<file path="src/rtl/fir_tap_if.sv">
// Tap-load sequencer bus: reload request handshake, coefficient ROM port,
// filter tap-write port and the filter enable/flush controls.
interface fir_tap_if #(
  parameter int unsigned NTAPS  = 16,
  parameter int unsigned NBANKS = 4,
  parameter int unsigned TW     = 16
);
  localparam int unsigned IW = $clog2(NTAPS);
  localparam int unsigned BW = (NBANKS > 1) ? $clog2(NBANKS) : 1;

  logic          i_req_valid;
  logic [BW-1:0] i_req_bank;
  logic          o_req_ready;
  logic [BW+IW-1:0] o_rom_addr;
  logic [TW-1:0] i_rom_data;
  logic [TW-1:0] o_tap;
  logic          o_tap_wr;
  logic          i_sample_ce;
  logic          o_fir_ce;
  logic          o_sample_zero;
  logic          o_result_valid;
  logic [BW-1:0] o_bank;

  // Host / ROM / filter side
  modport master (
    output i_req_valid, i_req_bank, i_rom_data, i_sample_ce,
    input  o_req_ready, o_rom_addr, o_tap, o_tap_wr, o_fir_ce,
           o_sample_zero, o_result_valid, o_bank
  );

  // Sequencer side
  modport slave (
    input  i_req_valid, i_req_bank, i_rom_data, i_sample_ce,
    output o_req_ready, o_rom_addr, o_tap, o_tap_wr, o_fir_ce,
           o_sample_zero, o_result_valid, o_bank
  );
endinterface

</file>
<file path="src/rtl/fir_tap_sequencer.sv">
// Loads a coefficient bank from ROM into the FIR tap port, flushes the delay
// line with NTAPS zero samples, then gates the filter for normal running.
module fir_tap_sequencer #(
  parameter int unsigned NTAPS  = 16,
  parameter int unsigned NBANKS = 4,
  parameter int unsigned TW     = 16
) (
  input  logic     i_clk,
  input  logic     i_reset,
  fir_tap_if.slave bus
);
  localparam int unsigned IW = $clog2(NTAPS);
  localparam int unsigned BW = (NBANKS > 1) ? $clog2(NBANKS) : 1;

  typedef enum logic [1:0] {IDLE, LOAD, FLUSH, RUN} state_t;

  state_t        state_q, state_d;
  logic [IW-1:0] idx_q, idx_d;
  logic [IW-1:0] flush_cnt_q, flush_cnt_d;
  logic [BW-1:0] bank_q, bank_d;
  logic          last_q, last_d;
  logic          tap_wr_q, tap_wr_d;
  logic          valid_q, valid_d;
  logic          ready_c;
  logic          accept_c;

  always_ff @(posedge i_clk or posedge i_reset) begin
    if (i_reset) begin
      state_q     <= IDLE;
      idx_q       <= '0;
      flush_cnt_q <= '0;
      bank_q      <= '0;
      last_q      <= 1'b0;
      tap_wr_q    <= 1'b0;
      valid_q     <= 1'b0;
    end else begin
      state_q     <= state_d;
      idx_q       <= idx_d;
      flush_cnt_q <= flush_cnt_d;
      bank_q      <= bank_d;
      last_q      <= last_d;
      tap_wr_q    <= tap_wr_d;
      valid_q     <= valid_d;
    end
  end

  assign ready_c  = (state_q == IDLE) || (state_q == RUN);
  assign accept_c = bus.i_req_valid && ready_c;

  // last_q marks the extra LOAD cycle in which the final ROM word lands
  always_comb begin
    state_d     = state_q;
    idx_d       = idx_q;
    flush_cnt_d = flush_cnt_q;
    bank_d      = bank_q;
    last_d      = last_q;
    tap_wr_d    = 1'b0;
    unique case (state_q)
      IDLE, RUN: begin
        if (accept_c) begin
          bank_d      = bus.i_req_bank;
          idx_d       = '0;
          last_d      = 1'b0;
          flush_cnt_d = '0;
          state_d     = LOAD;
        end
      end
      LOAD: begin
        tap_wr_d = !last_q;
        if (idx_q != IW'(NTAPS - 1)) begin
          idx_d = idx_q + IW'(1);
        end else begin
          last_d = 1'b1;
        end
        if (last_q) begin
          flush_cnt_d = '0;
          state_d     = FLUSH;
        end
      end
      FLUSH: begin
        if (bus.i_sample_ce) begin
          if (flush_cnt_q == IW'(NTAPS - 1)) begin
            flush_cnt_d = '0;
            state_d     = RUN;
          end else begin
            flush_cnt_d = flush_cnt_q + IW'(1);
          end
        end
      end
      default: state_d = IDLE;
    endcase
    valid_d = (state_d == RUN);
  end

  assign bus.o_req_ready    = ready_c;
  assign bus.o_rom_addr     = {bank_q, (state_q == LOAD) ? idx_q : IW'(0)};
  assign bus.o_tap          = bus.i_rom_data;
  assign bus.o_tap_wr       = tap_wr_q;
  assign bus.o_fir_ce       = ((state_q == FLUSH) || (state_q == RUN)) && bus.i_sample_ce;
  assign bus.o_sample_zero  = (state_q == FLUSH);
  assign bus.o_result_valid = valid_q;
  assign bus.o_bank         = bank_q;
endmodule

</file>
<file path="src/flat_wrapper.sv">
// flat-port wrapper written by rule: the top's interface ports become plain ports
module fir_tap_sequencer_flat 
#(
  parameter int unsigned NTAPS  = 16,
  parameter int unsigned NBANKS = 4,
  parameter int unsigned TW     = 16
)
  (i_clk, i_reset, bus_i_req_valid, bus_i_req_bank, bus_i_rom_data, bus_i_sample_ce, bus_o_req_ready, bus_o_rom_addr, bus_o_tap, bus_o_tap_wr, bus_o_fir_ce, bus_o_sample_zero, bus_o_result_valid, bus_o_bank);
  fir_tap_if #(.NTAPS(NTAPS), .NBANKS(NBANKS), .TW(TW)) bus_i ();
  input  logic i_clk;
  input  logic i_reset;
  input wire logic [$bits(bus_i.i_req_valid)-1:0] bus_i_req_valid;
  input wire logic [$bits(bus_i.i_req_bank)-1:0] bus_i_req_bank;
  input wire logic [$bits(bus_i.i_rom_data)-1:0] bus_i_rom_data;
  input wire logic [$bits(bus_i.i_sample_ce)-1:0] bus_i_sample_ce;
  output wire logic [$bits(bus_i.o_req_ready)-1:0] bus_o_req_ready;
  output wire logic [$bits(bus_i.o_rom_addr)-1:0] bus_o_rom_addr;
  output wire logic [$bits(bus_i.o_tap)-1:0] bus_o_tap;
  output wire logic [$bits(bus_i.o_tap_wr)-1:0] bus_o_tap_wr;
  output wire logic [$bits(bus_i.o_fir_ce)-1:0] bus_o_fir_ce;
  output wire logic [$bits(bus_i.o_sample_zero)-1:0] bus_o_sample_zero;
  output wire logic [$bits(bus_i.o_result_valid)-1:0] bus_o_result_valid;
  output wire logic [$bits(bus_i.o_bank)-1:0] bus_o_bank;
  assign bus_i.i_req_valid = bus_i_req_valid;
  assign bus_i.i_req_bank = bus_i_req_bank;
  assign bus_i.i_rom_data = bus_i_rom_data;
  assign bus_i.i_sample_ce = bus_i_sample_ce;
  assign bus_o_req_ready = bus_i.o_req_ready;
  assign bus_o_rom_addr = bus_i.o_rom_addr;
  assign bus_o_tap = bus_i.o_tap;
  assign bus_o_tap_wr = bus_i.o_tap_wr;
  assign bus_o_fir_ce = bus_i.o_fir_ce;
  assign bus_o_sample_zero = bus_i.o_sample_zero;
  assign bus_o_result_valid = bus_i.o_result_valid;
  assign bus_o_bank = bus_i.o_bank;
  fir_tap_sequencer #(.NTAPS(NTAPS), .NBANKS(NBANKS), .TW(TW)) u_core (.i_clk(i_clk), .i_reset(i_reset), .bus(bus_i));
endmodule
</file>
<file path="config.mk">
export PLATFORM = sky130hd
export DESIGN_NAME = fir_tap_sequencer_flat
export DESIGN_NICKNAME = d
export VERILOG_FILES = /design/src/rtl/fir_tap_if.sv /design/src/rtl/fir_tap_sequencer.sv /design/src/flat_wrapper.sv
export SDC_FILE = /design/constraint.sdc
export NUM_CORES = 1
export LEC_CHECK = 0
export BUFFER_PORTS_ARGS = -buffer_cell sky130_fd_sc_hd__buf_2
export CORE_MARGIN = 4
export CORE_UTILIZATION = 50
export CTS_BUF_LIST = sky130_fd_sc_hd__clkbuf_2 sky130_fd_sc_hd__clkbuf_4 sky130_fd_sc_hd__clkbuf_8
export DETAILED_ROUTE_END_ITERATION = 7
export HOLD_SLACK_MARGIN = 0.05
export PLACE_DENSITY = 0.91
export SLEW_MARGIN = 0
export SYNTH_ARGS = -nofsm -noshare
export SYNTH_HDL_FRONTEND = slang
export SYNTH_SLANG_ARGS = --single-unit
</file>
<file path="constraint.sdc">
create_clock -name i_clk -period 3.4 [get_ports i_clk]
set_input_delay 0.68 -clock i_clk [delete_from_list [all_inputs] [get_ports i_clk]]
set_output_delay 0.68 -clock i_clk [all_outputs]
set_load 0.03 [all_outputs]
</file>
==> results of run 1 <==
[sequential cells by signal, summed over array words and instances (netlist names)]
name / flops
u_core.bus.o_bank: 2
u_core.bus.o_result_valid: 1
u_core.bus.o_tap_wr: 1
u_core.flush_cnt_q: 4
u_core.idx_q: 4
u_core.last_q: 1
u_core.state_q: 2
[layer usage]
layer | GRT usage (%) | vias up | wire length, um
met5 | 0 | - | 0
met4 | 5.53 | 0 | 50
met3 | 3.42 | 15 | 97
met2 | 26.0 | 13 | 976
met1 | 19.8 | 349 | 754
li1 | - | 346 | -
[Yosys cell counts, types with 3 or more instances]
library cell / number / area [um^2]
buf_4: 18 / 135
dfrtp_1: 15 / 375
and2_1: 6 / 37.5
ha_1: 6 / 75.1
o21ai_0: 6 / 30.0
a21oi_1: 5 / 25.0
inv_1: 5 / 18.8
nand3_1: 5 / 25.0
nand2b_1: 4 / 25.0
nor2_1: 4 / 15.0
nand2_1: 3 / 11.3
o31ai_1: 3 / 22.5
[cell families after synthesis]
group	synth area share (%)
multiplexers	3.29
flip-flops	37.9
AND/OR/NAND/NOR	20.7
AO/OA/AOI/OAI	12.9
buffers and inverters	17.6
adder cells (fa/ha/maj)	7.59
[worst min path at each step]
stage	start	to	slack, ns
2_1_floorplan	u_core.flush_cnt_q[1]	u_core.flush_cnt_q[1]	0.47
3_3_place_gp	u_core.flush_cnt_q[1]	u_core.flush_cnt_q[1]	0.49
3_5_place_dp	u_core.flush_cnt_q[1]	u_core.flush_cnt_q[1]	0.50
4_1_cts	i_reset	u_core.bus.o_tap_wr	0.44
5_1_grt	i_reset	u_core.bus.o_tap_wr	0.47
6_report	i_reset	u_core.bus.o_tap_wr	0.44
[critical path, stage by stage (launching register included)]
cell and delay (ns):
dfrtp_1 0.43, inv_1 0.08, ha_1 0.41, and2_1 0.23, buf_2 0.21
[cell usage in the layout, fill, tap and decap left out, drive strengths merged, types with 5 or more instances in the layout]
| master | instances |
|---|---|
| a21oi | 5 |
| and2 | 6 |
| buf | 18 |
| dfrtp | 15 |
| ha | 6 |
| inv | 6 |
| nand2b | 5 |
| nand3 | 6 |
| o21ai | 7 |
[final cells by class]
cell class                      instances  area, um^2  area share (%)
Clock buffer                            3        22.5            2.28
Tap cell                               25        31.3            3.17
Multi-Input combinational cell         64         440            44.6
Inverter                                6        22.5            2.28
Sequential cell                        15         375            38.0
Timing Repair Buffer                   18        90.1            9.13
Clock inverter                          1        5.00           0.507
[power by group]
| group | switching (mW) | internal (mW) | leakage (nW) |
|---|---|---|---|
| clock | 0.0604 | 0.0438 | 0.0177 |
| combinational | 0.292 | 0.152 | 0.284 |
| sequential | 0.0497 | 0.227 | 0.196 |
| total | 0.402 | 0.422 | 0.498 |
[stage by stage]
step                      setup WS, ns  hold WS (ns)  cells
after floorplan                   1.44         0.466    105
after global placement            1.46         0.487    128
after detailed placement          1.41         0.498    128
after CTS                         1.08         0.444    132
after global routing             0.961         0.471    132
final                             1.07         0.438    132
==> flow_metrics.tcl, run 1 <==
set metrics [dict create \
    worstSetupPathType "reg2out" \
    cts_made_buffers 3 \
    start_util_pct 54.9 \
    hold_buffers 0 \
    cts_root_buf "clkbuf_4" \
    grt_pass1_wl_um 3230 \
    antenna_cells 0 \
    worst_pin_slew_ns 0.595 \
    dieArea_um2 2760 \
    ioPinCount 51 \
    fin_skew_ns 0.00436 \
    clock-sinks 15 \
    vias 723 \
    r2r_slack_ns 1.60 \
    synth-edff-count 0 \
    final_layout_size_suffix_gt1_share_pct 27.1 \
    timing.rr.start "u_core.state_q[0]" \
    power.density_nw_per_um2 835 \
    rr_worst_depth 6 \
    maxSlewViolCount 0 \
    fin_util_pct 54.8 \
    p_leak_nw 0.498 \
    ir_worst_vdd_mv 0.434 \
    syn_nets 133 \
    period_share_pct 68.5 \
    hold_viol 0 \
    ys_seq_elements 15 \
    setup_viol 0 \
    cts_resized 0 \
    cp-start-kind "flop" \
    ys_seq_area_share_pct 37.9 \
    num_rows 15 \
    portBuffers 18 \
    cp-end-kind "output port" \
    postSynthCellCount 105 \
    finalSetupTns_ns 0 \
    grt-ovfl-total 0 \
    clk_path_buf_depth 2 \
    clock_latency_ns 0.29 \
    rsz0062_at_grt "no" \
    drc 0 \
    detail-route-antenna-nets 0 \
    die_x_um 52.5 \
    fillers 165 \
    core_region_area_um2 1800 \
    required_ns 2.72 \
    ys.flop_type "dfrtp_1" \
    fmax_mhz 429 \
    period_minus_slack_ns 2.33 \
    arrival_ns 1.65 \
    crit_fanout 13 \
    ys_types 34 \
    grt_max_degree 16 \
    wl_per_cell_um 14.2 \
    maxSlewHeadroom_pct 60.3 \
    dr.pass1.iters 5 \
    syn_area_per_cell_um2 9.43 \
    hold_path_class "in2async" \
    htreeDepth 1 \
    drt-vias-per-instance 5.48 \
    crit_path_start "u_core.state_q[1]" \
    grt_pass1_vias 702 \
    antenna_found_initial 0 \
    place_area_um2 960 \
    status "finished clean" \
    area_growth_syn_to_layout_pct -0.253 \
    syn-cell-area_um2 990 \
    clk_pin_slew_worst_paths_ns 0.09 \
    gp_congestion 0.837 \
    cts_setup_buffers 0 \
    crit_end "bus_o_rom_addr[2]" \
    ys.warnings.count 0 \
    dp_hpwl_um 1430 \
    async_reset_ff_share_pct 100 \
    drv_cap 0 \
    r2r_end "u_core.flush_cnt_q[2]" \
    die_h_um 52.5 \
    design_area_um2 987 \
    cts_tree "yes" \
    grt.total_usage_pct 15.7 \
    drtIter0Drc 12 \
    fin_nets 136 \
    finalWirelength_um 1880 \
    total_power_mw 0.824 \
]
No activity file was read; power rests on OpenSTA's default activity.
==> run 2, diff against run 1 <==
Settings changed: CORE_UTILIZATION 50 to 42, PLACE_DENSITY 0.91 to 0.82.
Clock period 3.4 ns to 2.1 ns, I/O delays scaled along.
==> flow_metrics.tcl, run 2 (synthesized netlist as in run 1, its figures left out) <==
set metrics [dict create \
    clkPwrFrac_pct 12.3 \
    hold_buffers 0 \
    crit_end "bus_o_rom_addr[2]" \
    cts_root_buf "clkbuf_4" \
    crit_fanout 13 \
    grt_max_degree 16 \
    rr_worst_depth 6 \
    hold_path_class "in2async" \
    start_util_pct 44.3 \
    rsz0062_at_grt "no" \
    worst_pin_slew_ns 0.560 \
    htreeDepth 1 \
    grt_pass1_wl_um 3060 \
    wl_per_cell_um 12.8 \
    reg_top3 "u_core.flush_cnt_q (4), u_core.idx_q (4)" \
    cp-end-kind "output port" \
    worstSetupPathType "reg2out" \
    combPwrFrac_pct 54.4 \
    place_area_um2 963 \
    grt_pass1_vias 729 \
    pwr-share-seq_pct 33.3 \
    setup_viol 0 \
    fmax_mhz 508 \
    design_area_um2 993 \
    r2r_slack_ns 0.32 \
    dp_hpwl_um 1330 \
    most-common-layout-cells "buf_2, dfrtp_1, o21ai_0, and2_1" \
    maxSlewHeadroom_pct 62.7 \
    cts_made_buffers 3 \
    drtIter0Drc 24 \
    clk_path_buf_depth 2 \
    gp_congestion 0.729 \
    clk_pin_slew_worst_paths_ns 0.09 \
    antenna_cells 0 \
    switching_share_pct 48.0 \
    core_region_area_um2 2230 \
    clock-sinks 15 \
    detail-route-antenna-nets 0 \
    power.density_nw_per_um2 1330 \
    vias 717 \
    crit_path_start "u_core.state_q[1]" \
    grt-ovfl-total 0 \
    drt-vias-per-instance 5.31 \
    final_layout_size_suffix_gt1_share_pct 28.0 \
    p_leak_nw 0.497 \
    worst_slack_ns 0.131 \
    cts_tree "yes" \
    final_common_cell "buf_2" \
    fin_util_pct 44.5 \
    required_ns 1.68 \
    hold_viol 0 \
    antenna_found_initial 0 \
    fillers 212 \
    post-place-ws_ns 0.339 \
    drc 0 \
    finalWirelength_um 1720 \
    grt.total_usage_pct 11.8 \
    ir_worst_vdd_mv 0.462 \
    arrival_ns 1.55 \
    portBuffers 18 \
    timing.rr.start "u_core.state_q[0]" \
    dieArea_um2 3200 \
    cp-start-kind "flop" \
    dr.pass1.iters 4 \
    maxSlewViolCount 0 \
    drv_cap 0 \
    period_minus_slack_ns 1.97 \
    clock_latency_ns 0.28 \
    fin_nets 136 \
    area_growth_syn_to_layout_pct 0.379 \
    p_int_mw 0.689 \
    fin_skew_ns 0.000357 \
    die_x_um 56.5 \
    die_h_um 56.5 \
    ioPinCount 51 \
    num_rows 17 \
    period_share_pct 93.8 \
    r2r_end "u_core.flush_cnt_q[2]" \
    finalSetupTns_ns 0 \
    status "finished clean" \
    power.switching_mw 0.636 \
]
## run 2: cell count changes in the layout (fill, tap and decap cells not counted)
cell	change
ha_1	-1
ha_2	+1
## run 2: timing repair
action	CTS	global route
endpoints found under the setup margin	0	2
endpoints found under the hold margin	0	0
gates resized for setup	0	1
buffers inserted	0	0
## run 2: routing by layer
metal  part of all wire, %  track usage, %  up-vias
met3                   6.3            3.22        9
li1                      -               -      349
met1                    41            13.4      342
met2                    51            20.5       17
met4                   2.3            5.08        0
met5                     0               0        -
## run 2: power groups by stage
stage	Sequential [mW]	Combinational (mW)	Clock [mW]
2_1_floorplan	0.494	0.590	0
3_3_place_gp	0.440	0.698	0
3_5_place_dp	0.447	0.717	0
4_1_cts	0.440	0.721	0.170
5_1_grt	0.453	0.778	0.182
6_report	0.441	0.721	0.163
## run 2: area by class of cell
type	count	area [um^2]	area share, %
multi-input combinational	64	443	44.6
sequential	15	375	37.8
timing repair buffer	18	90.1	9.07
tap	28	35.0	3.53
clock buffer	3	22.5	2.27
inverter	6	22.5	2.27
clock inverter	1	5.00	0.504
## run 2: worst min-delay path by stage
| stage | startpoint | to | slack, ns |
|---|---|---|---|
| floorplan | i_reset | u_core.bus.o_bank[0] | 0.32 |
| global placement | u_core.flush_cnt_q[0] | u_core.flush_cnt_q[0] | 0.50 |
| detailed placement | i_reset | u_core.bus.o_tap_wr | 0.50 |
| CTS | i_reset | u_core.bus.o_tap_wr | 0.19 |
| global route | i_reset | u_core.flush_cnt_q[1] | 0.24 |
| finish | i_reset | u_core.bus.o_tap_wr | 0.17 |
## run 2: per-stage QoR
step	instances	power, mW	hold slack [ns]
detailed placement	131	1.16	0.502
finish	135	1.33	0.169
global placement	131	1.14	0.503
global route	135	1.41	0.238
floorplan	105	1.08	0.321
CTS	135	1.33	0.188
## run 2: worst max-delay path, stage by stage, from the launching register on
cell	delay, ns
dfrtp_1	0.43
inv_1	0.09
ha_2	0.32
and2_1	0.21
buf_2	0.21
==> run 3, diff against run 2 <==
--- a/config.mk
+++ b/config.mk
@@ -13,4 +13,5 @@
 export HOLD_SLACK_MARGIN = 0.05
 export PLACE_DENSITY = 0.82
+export SETUP_SLACK_MARGIN = 0.15
 export SLEW_MARGIN = 0
 export SYNTH_ARGS = -nofsm -noshare
==> constraint.sdc (replaced) <==
create_clock -name i_clk -period 2.1 [get_ports i_clk]
set_input_delay 0.42 -clock i_clk [delete_from_list [all_inputs] [get_ports i_clk]]
set_output_delay 0.42 -clock i_clk [all_outputs]
set_load 0.005 [all_outputs]
==> flow_metrics.tcl, run 3 (synthesized netlist as in run 1, its figures left out) <==
set metrics [dict create \
    timing.rr.start "u_core.state_q[0]" \
    finalSetupTns_ns 0 \
    power.density_nw_per_um2 1160 \
    htreeDepth 1 \
    final_common_cell "buf_2" \
    cts_resized 1 \
    detail-route-antenna-nets 0 \
    gp_congestion 0.741 \
    drc 0 \
    worst_pin_slew_ns 0.564 \
    worstSetupPathType "reg2out" \
    maxSlewViolCount 0 \
    antenna_cells 0 \
    clock-sinks 15 \
    grt_pass1_wl_um 3090 \
    fin_skew_ns 0.00482 \
    ir_worst_vdd_mv 0.519 \
    die_x_um 56.5 \
    most-common-layout-cells "buf_2, dfrtp_1, o21ai_0, and2_1" \
    crit_path_start "u_core.state_q[0]" \
    drt-vias-per-instance 5.36 \
    area_growth_syn_to_layout_pct 0.885 \
    start_util_pct 44.3 \
    fin_util_pct 44.7 \
    cts_root_buf "clkbuf_4" \
    vias 723 \
    num_rows 17 \
    crit_fanout 9 \
    hold_ws_ns 0.182 \
    setup_viol 0 \
    cts_setup_buffers 0 \
    grt.total_usage_pct 12.0 \
    antenna_found_initial 0 \
    cts_tree "yes" \
    status "finished clean" \
    clk_pin_slew_worst_paths_ns 0.08 \
    hold_buffers 0 \
    dp_cells 131 \
    portBuffers 18 \
    ioPinCount 51 \
    dr.pass1.iters 4 \
    arrival_ns 1.44 \
    fmax_mhz 539 \
    fin_nets 136 \
    rsz0062_at_grt "no" \
    dieArea_um2 3200 \
    cts_made_buffers 3 \
    hold_path_class "in2async" \
    reg_top3 "u_core.flush_cnt_q (4), u_core.idx_q (4)" \
    drv_cap 0 \
    period_share_pct 88.4 \
    finalWirelength_um 1860 \
    core_region_area_um2 2230 \
    hold_viol 0 \
    cp-end-kind "output port" \
    wl_per_cell_um 13.8 \
    grt_pass1_vias 754 \
    stdcell_count 135 \
    period_minus_slack_ns 1.86 \
    clk_path_buf_depth 2 \
    required_ns 1.68 \
    maxSlewHeadroom_pct 62.3 \
    drtIter0Drc 14 \
    clock_latency_ns 0.28 \
    die_h_um 56.5 \
    dp_hpwl_um 1400 \
    p_leak_nw 0.498 \
    cp-start-kind "flop" \
    grt-ovfl-total 0 \
    grt_max_degree 16 \
    final_layout_size_suffix_gt1_share_pct 29.0 \
]
## run 3: final cells by class
type	count	area, um^2
Inverter	6	22.5
Fill cell	237	1230
Clock buffer	4	30.0
Sequential cell	15	375
Multi-Input combinational cell	64	445
Tap cell	28	35.0
Timing Repair Buffer	18	90.1
## run 3: path summary, 6_finish.rpt
check / to / slack, ns / depth (start not counted)
worst max-delay path: bus_o_fir_ce / 0.24 / 4
worst min-delay path: u_core.flush_cnt_q[3] / 0.18 / 2
worst max register to register: u_core.flush_cnt_q[0] / 0.38 / 5
worst min register to register: u_core.flush_cnt_q[1] / 0.53 / 2
max in group asynchronous: u_core.idx_q[3] / 1.54 / 2
min in group i_clk: u_core.bus.o_bank[1] / 0.37 / 2
## run 3: power by group
group | switching, mW | total (mW) | leakage, nW | internal, mW
registers | 0.0767 | 0.444 | 0.196 | 0.368
logic | 0.297 | 0.545 | 0.284 | 0.248
clock network | 0.0846 | 0.171 | 0.0184 | 0.0865
total | 0.458 | 1.16 | 0.498 | 0.702
## run 3: metal layers
metal,track usage [%],up-vias,wire length [um]
met5,0,-,0
met4,3.39,0,12
met2,20.8,23,917
li1,-,350,-
met1,12.9,344,801
met3,5.52,6,134
## run 3: worst max-delay path, stage by stage, from the launching register on
cell and delay (ns):
dfrtp_1 0.42, inv_1 0.09, ha_1 0.31, o21a_1 0.23
buf_2 0.12
## run 3: stage by stage
step | area [um^2] | total power [mW] | worst slack [ns]
2_1_floorplan | 990 | 0.873 | 0.595
6_report | 998 | 1.16 | 0.244
3_5_place_dp | 963 | 0.986 | 0.281
4_1_cts | 996 | 1.17 | 0.251
3_3_place_gp | 963 | 0.958 | 0.400
5_1_grt | 998 | 1.26 | 0.153
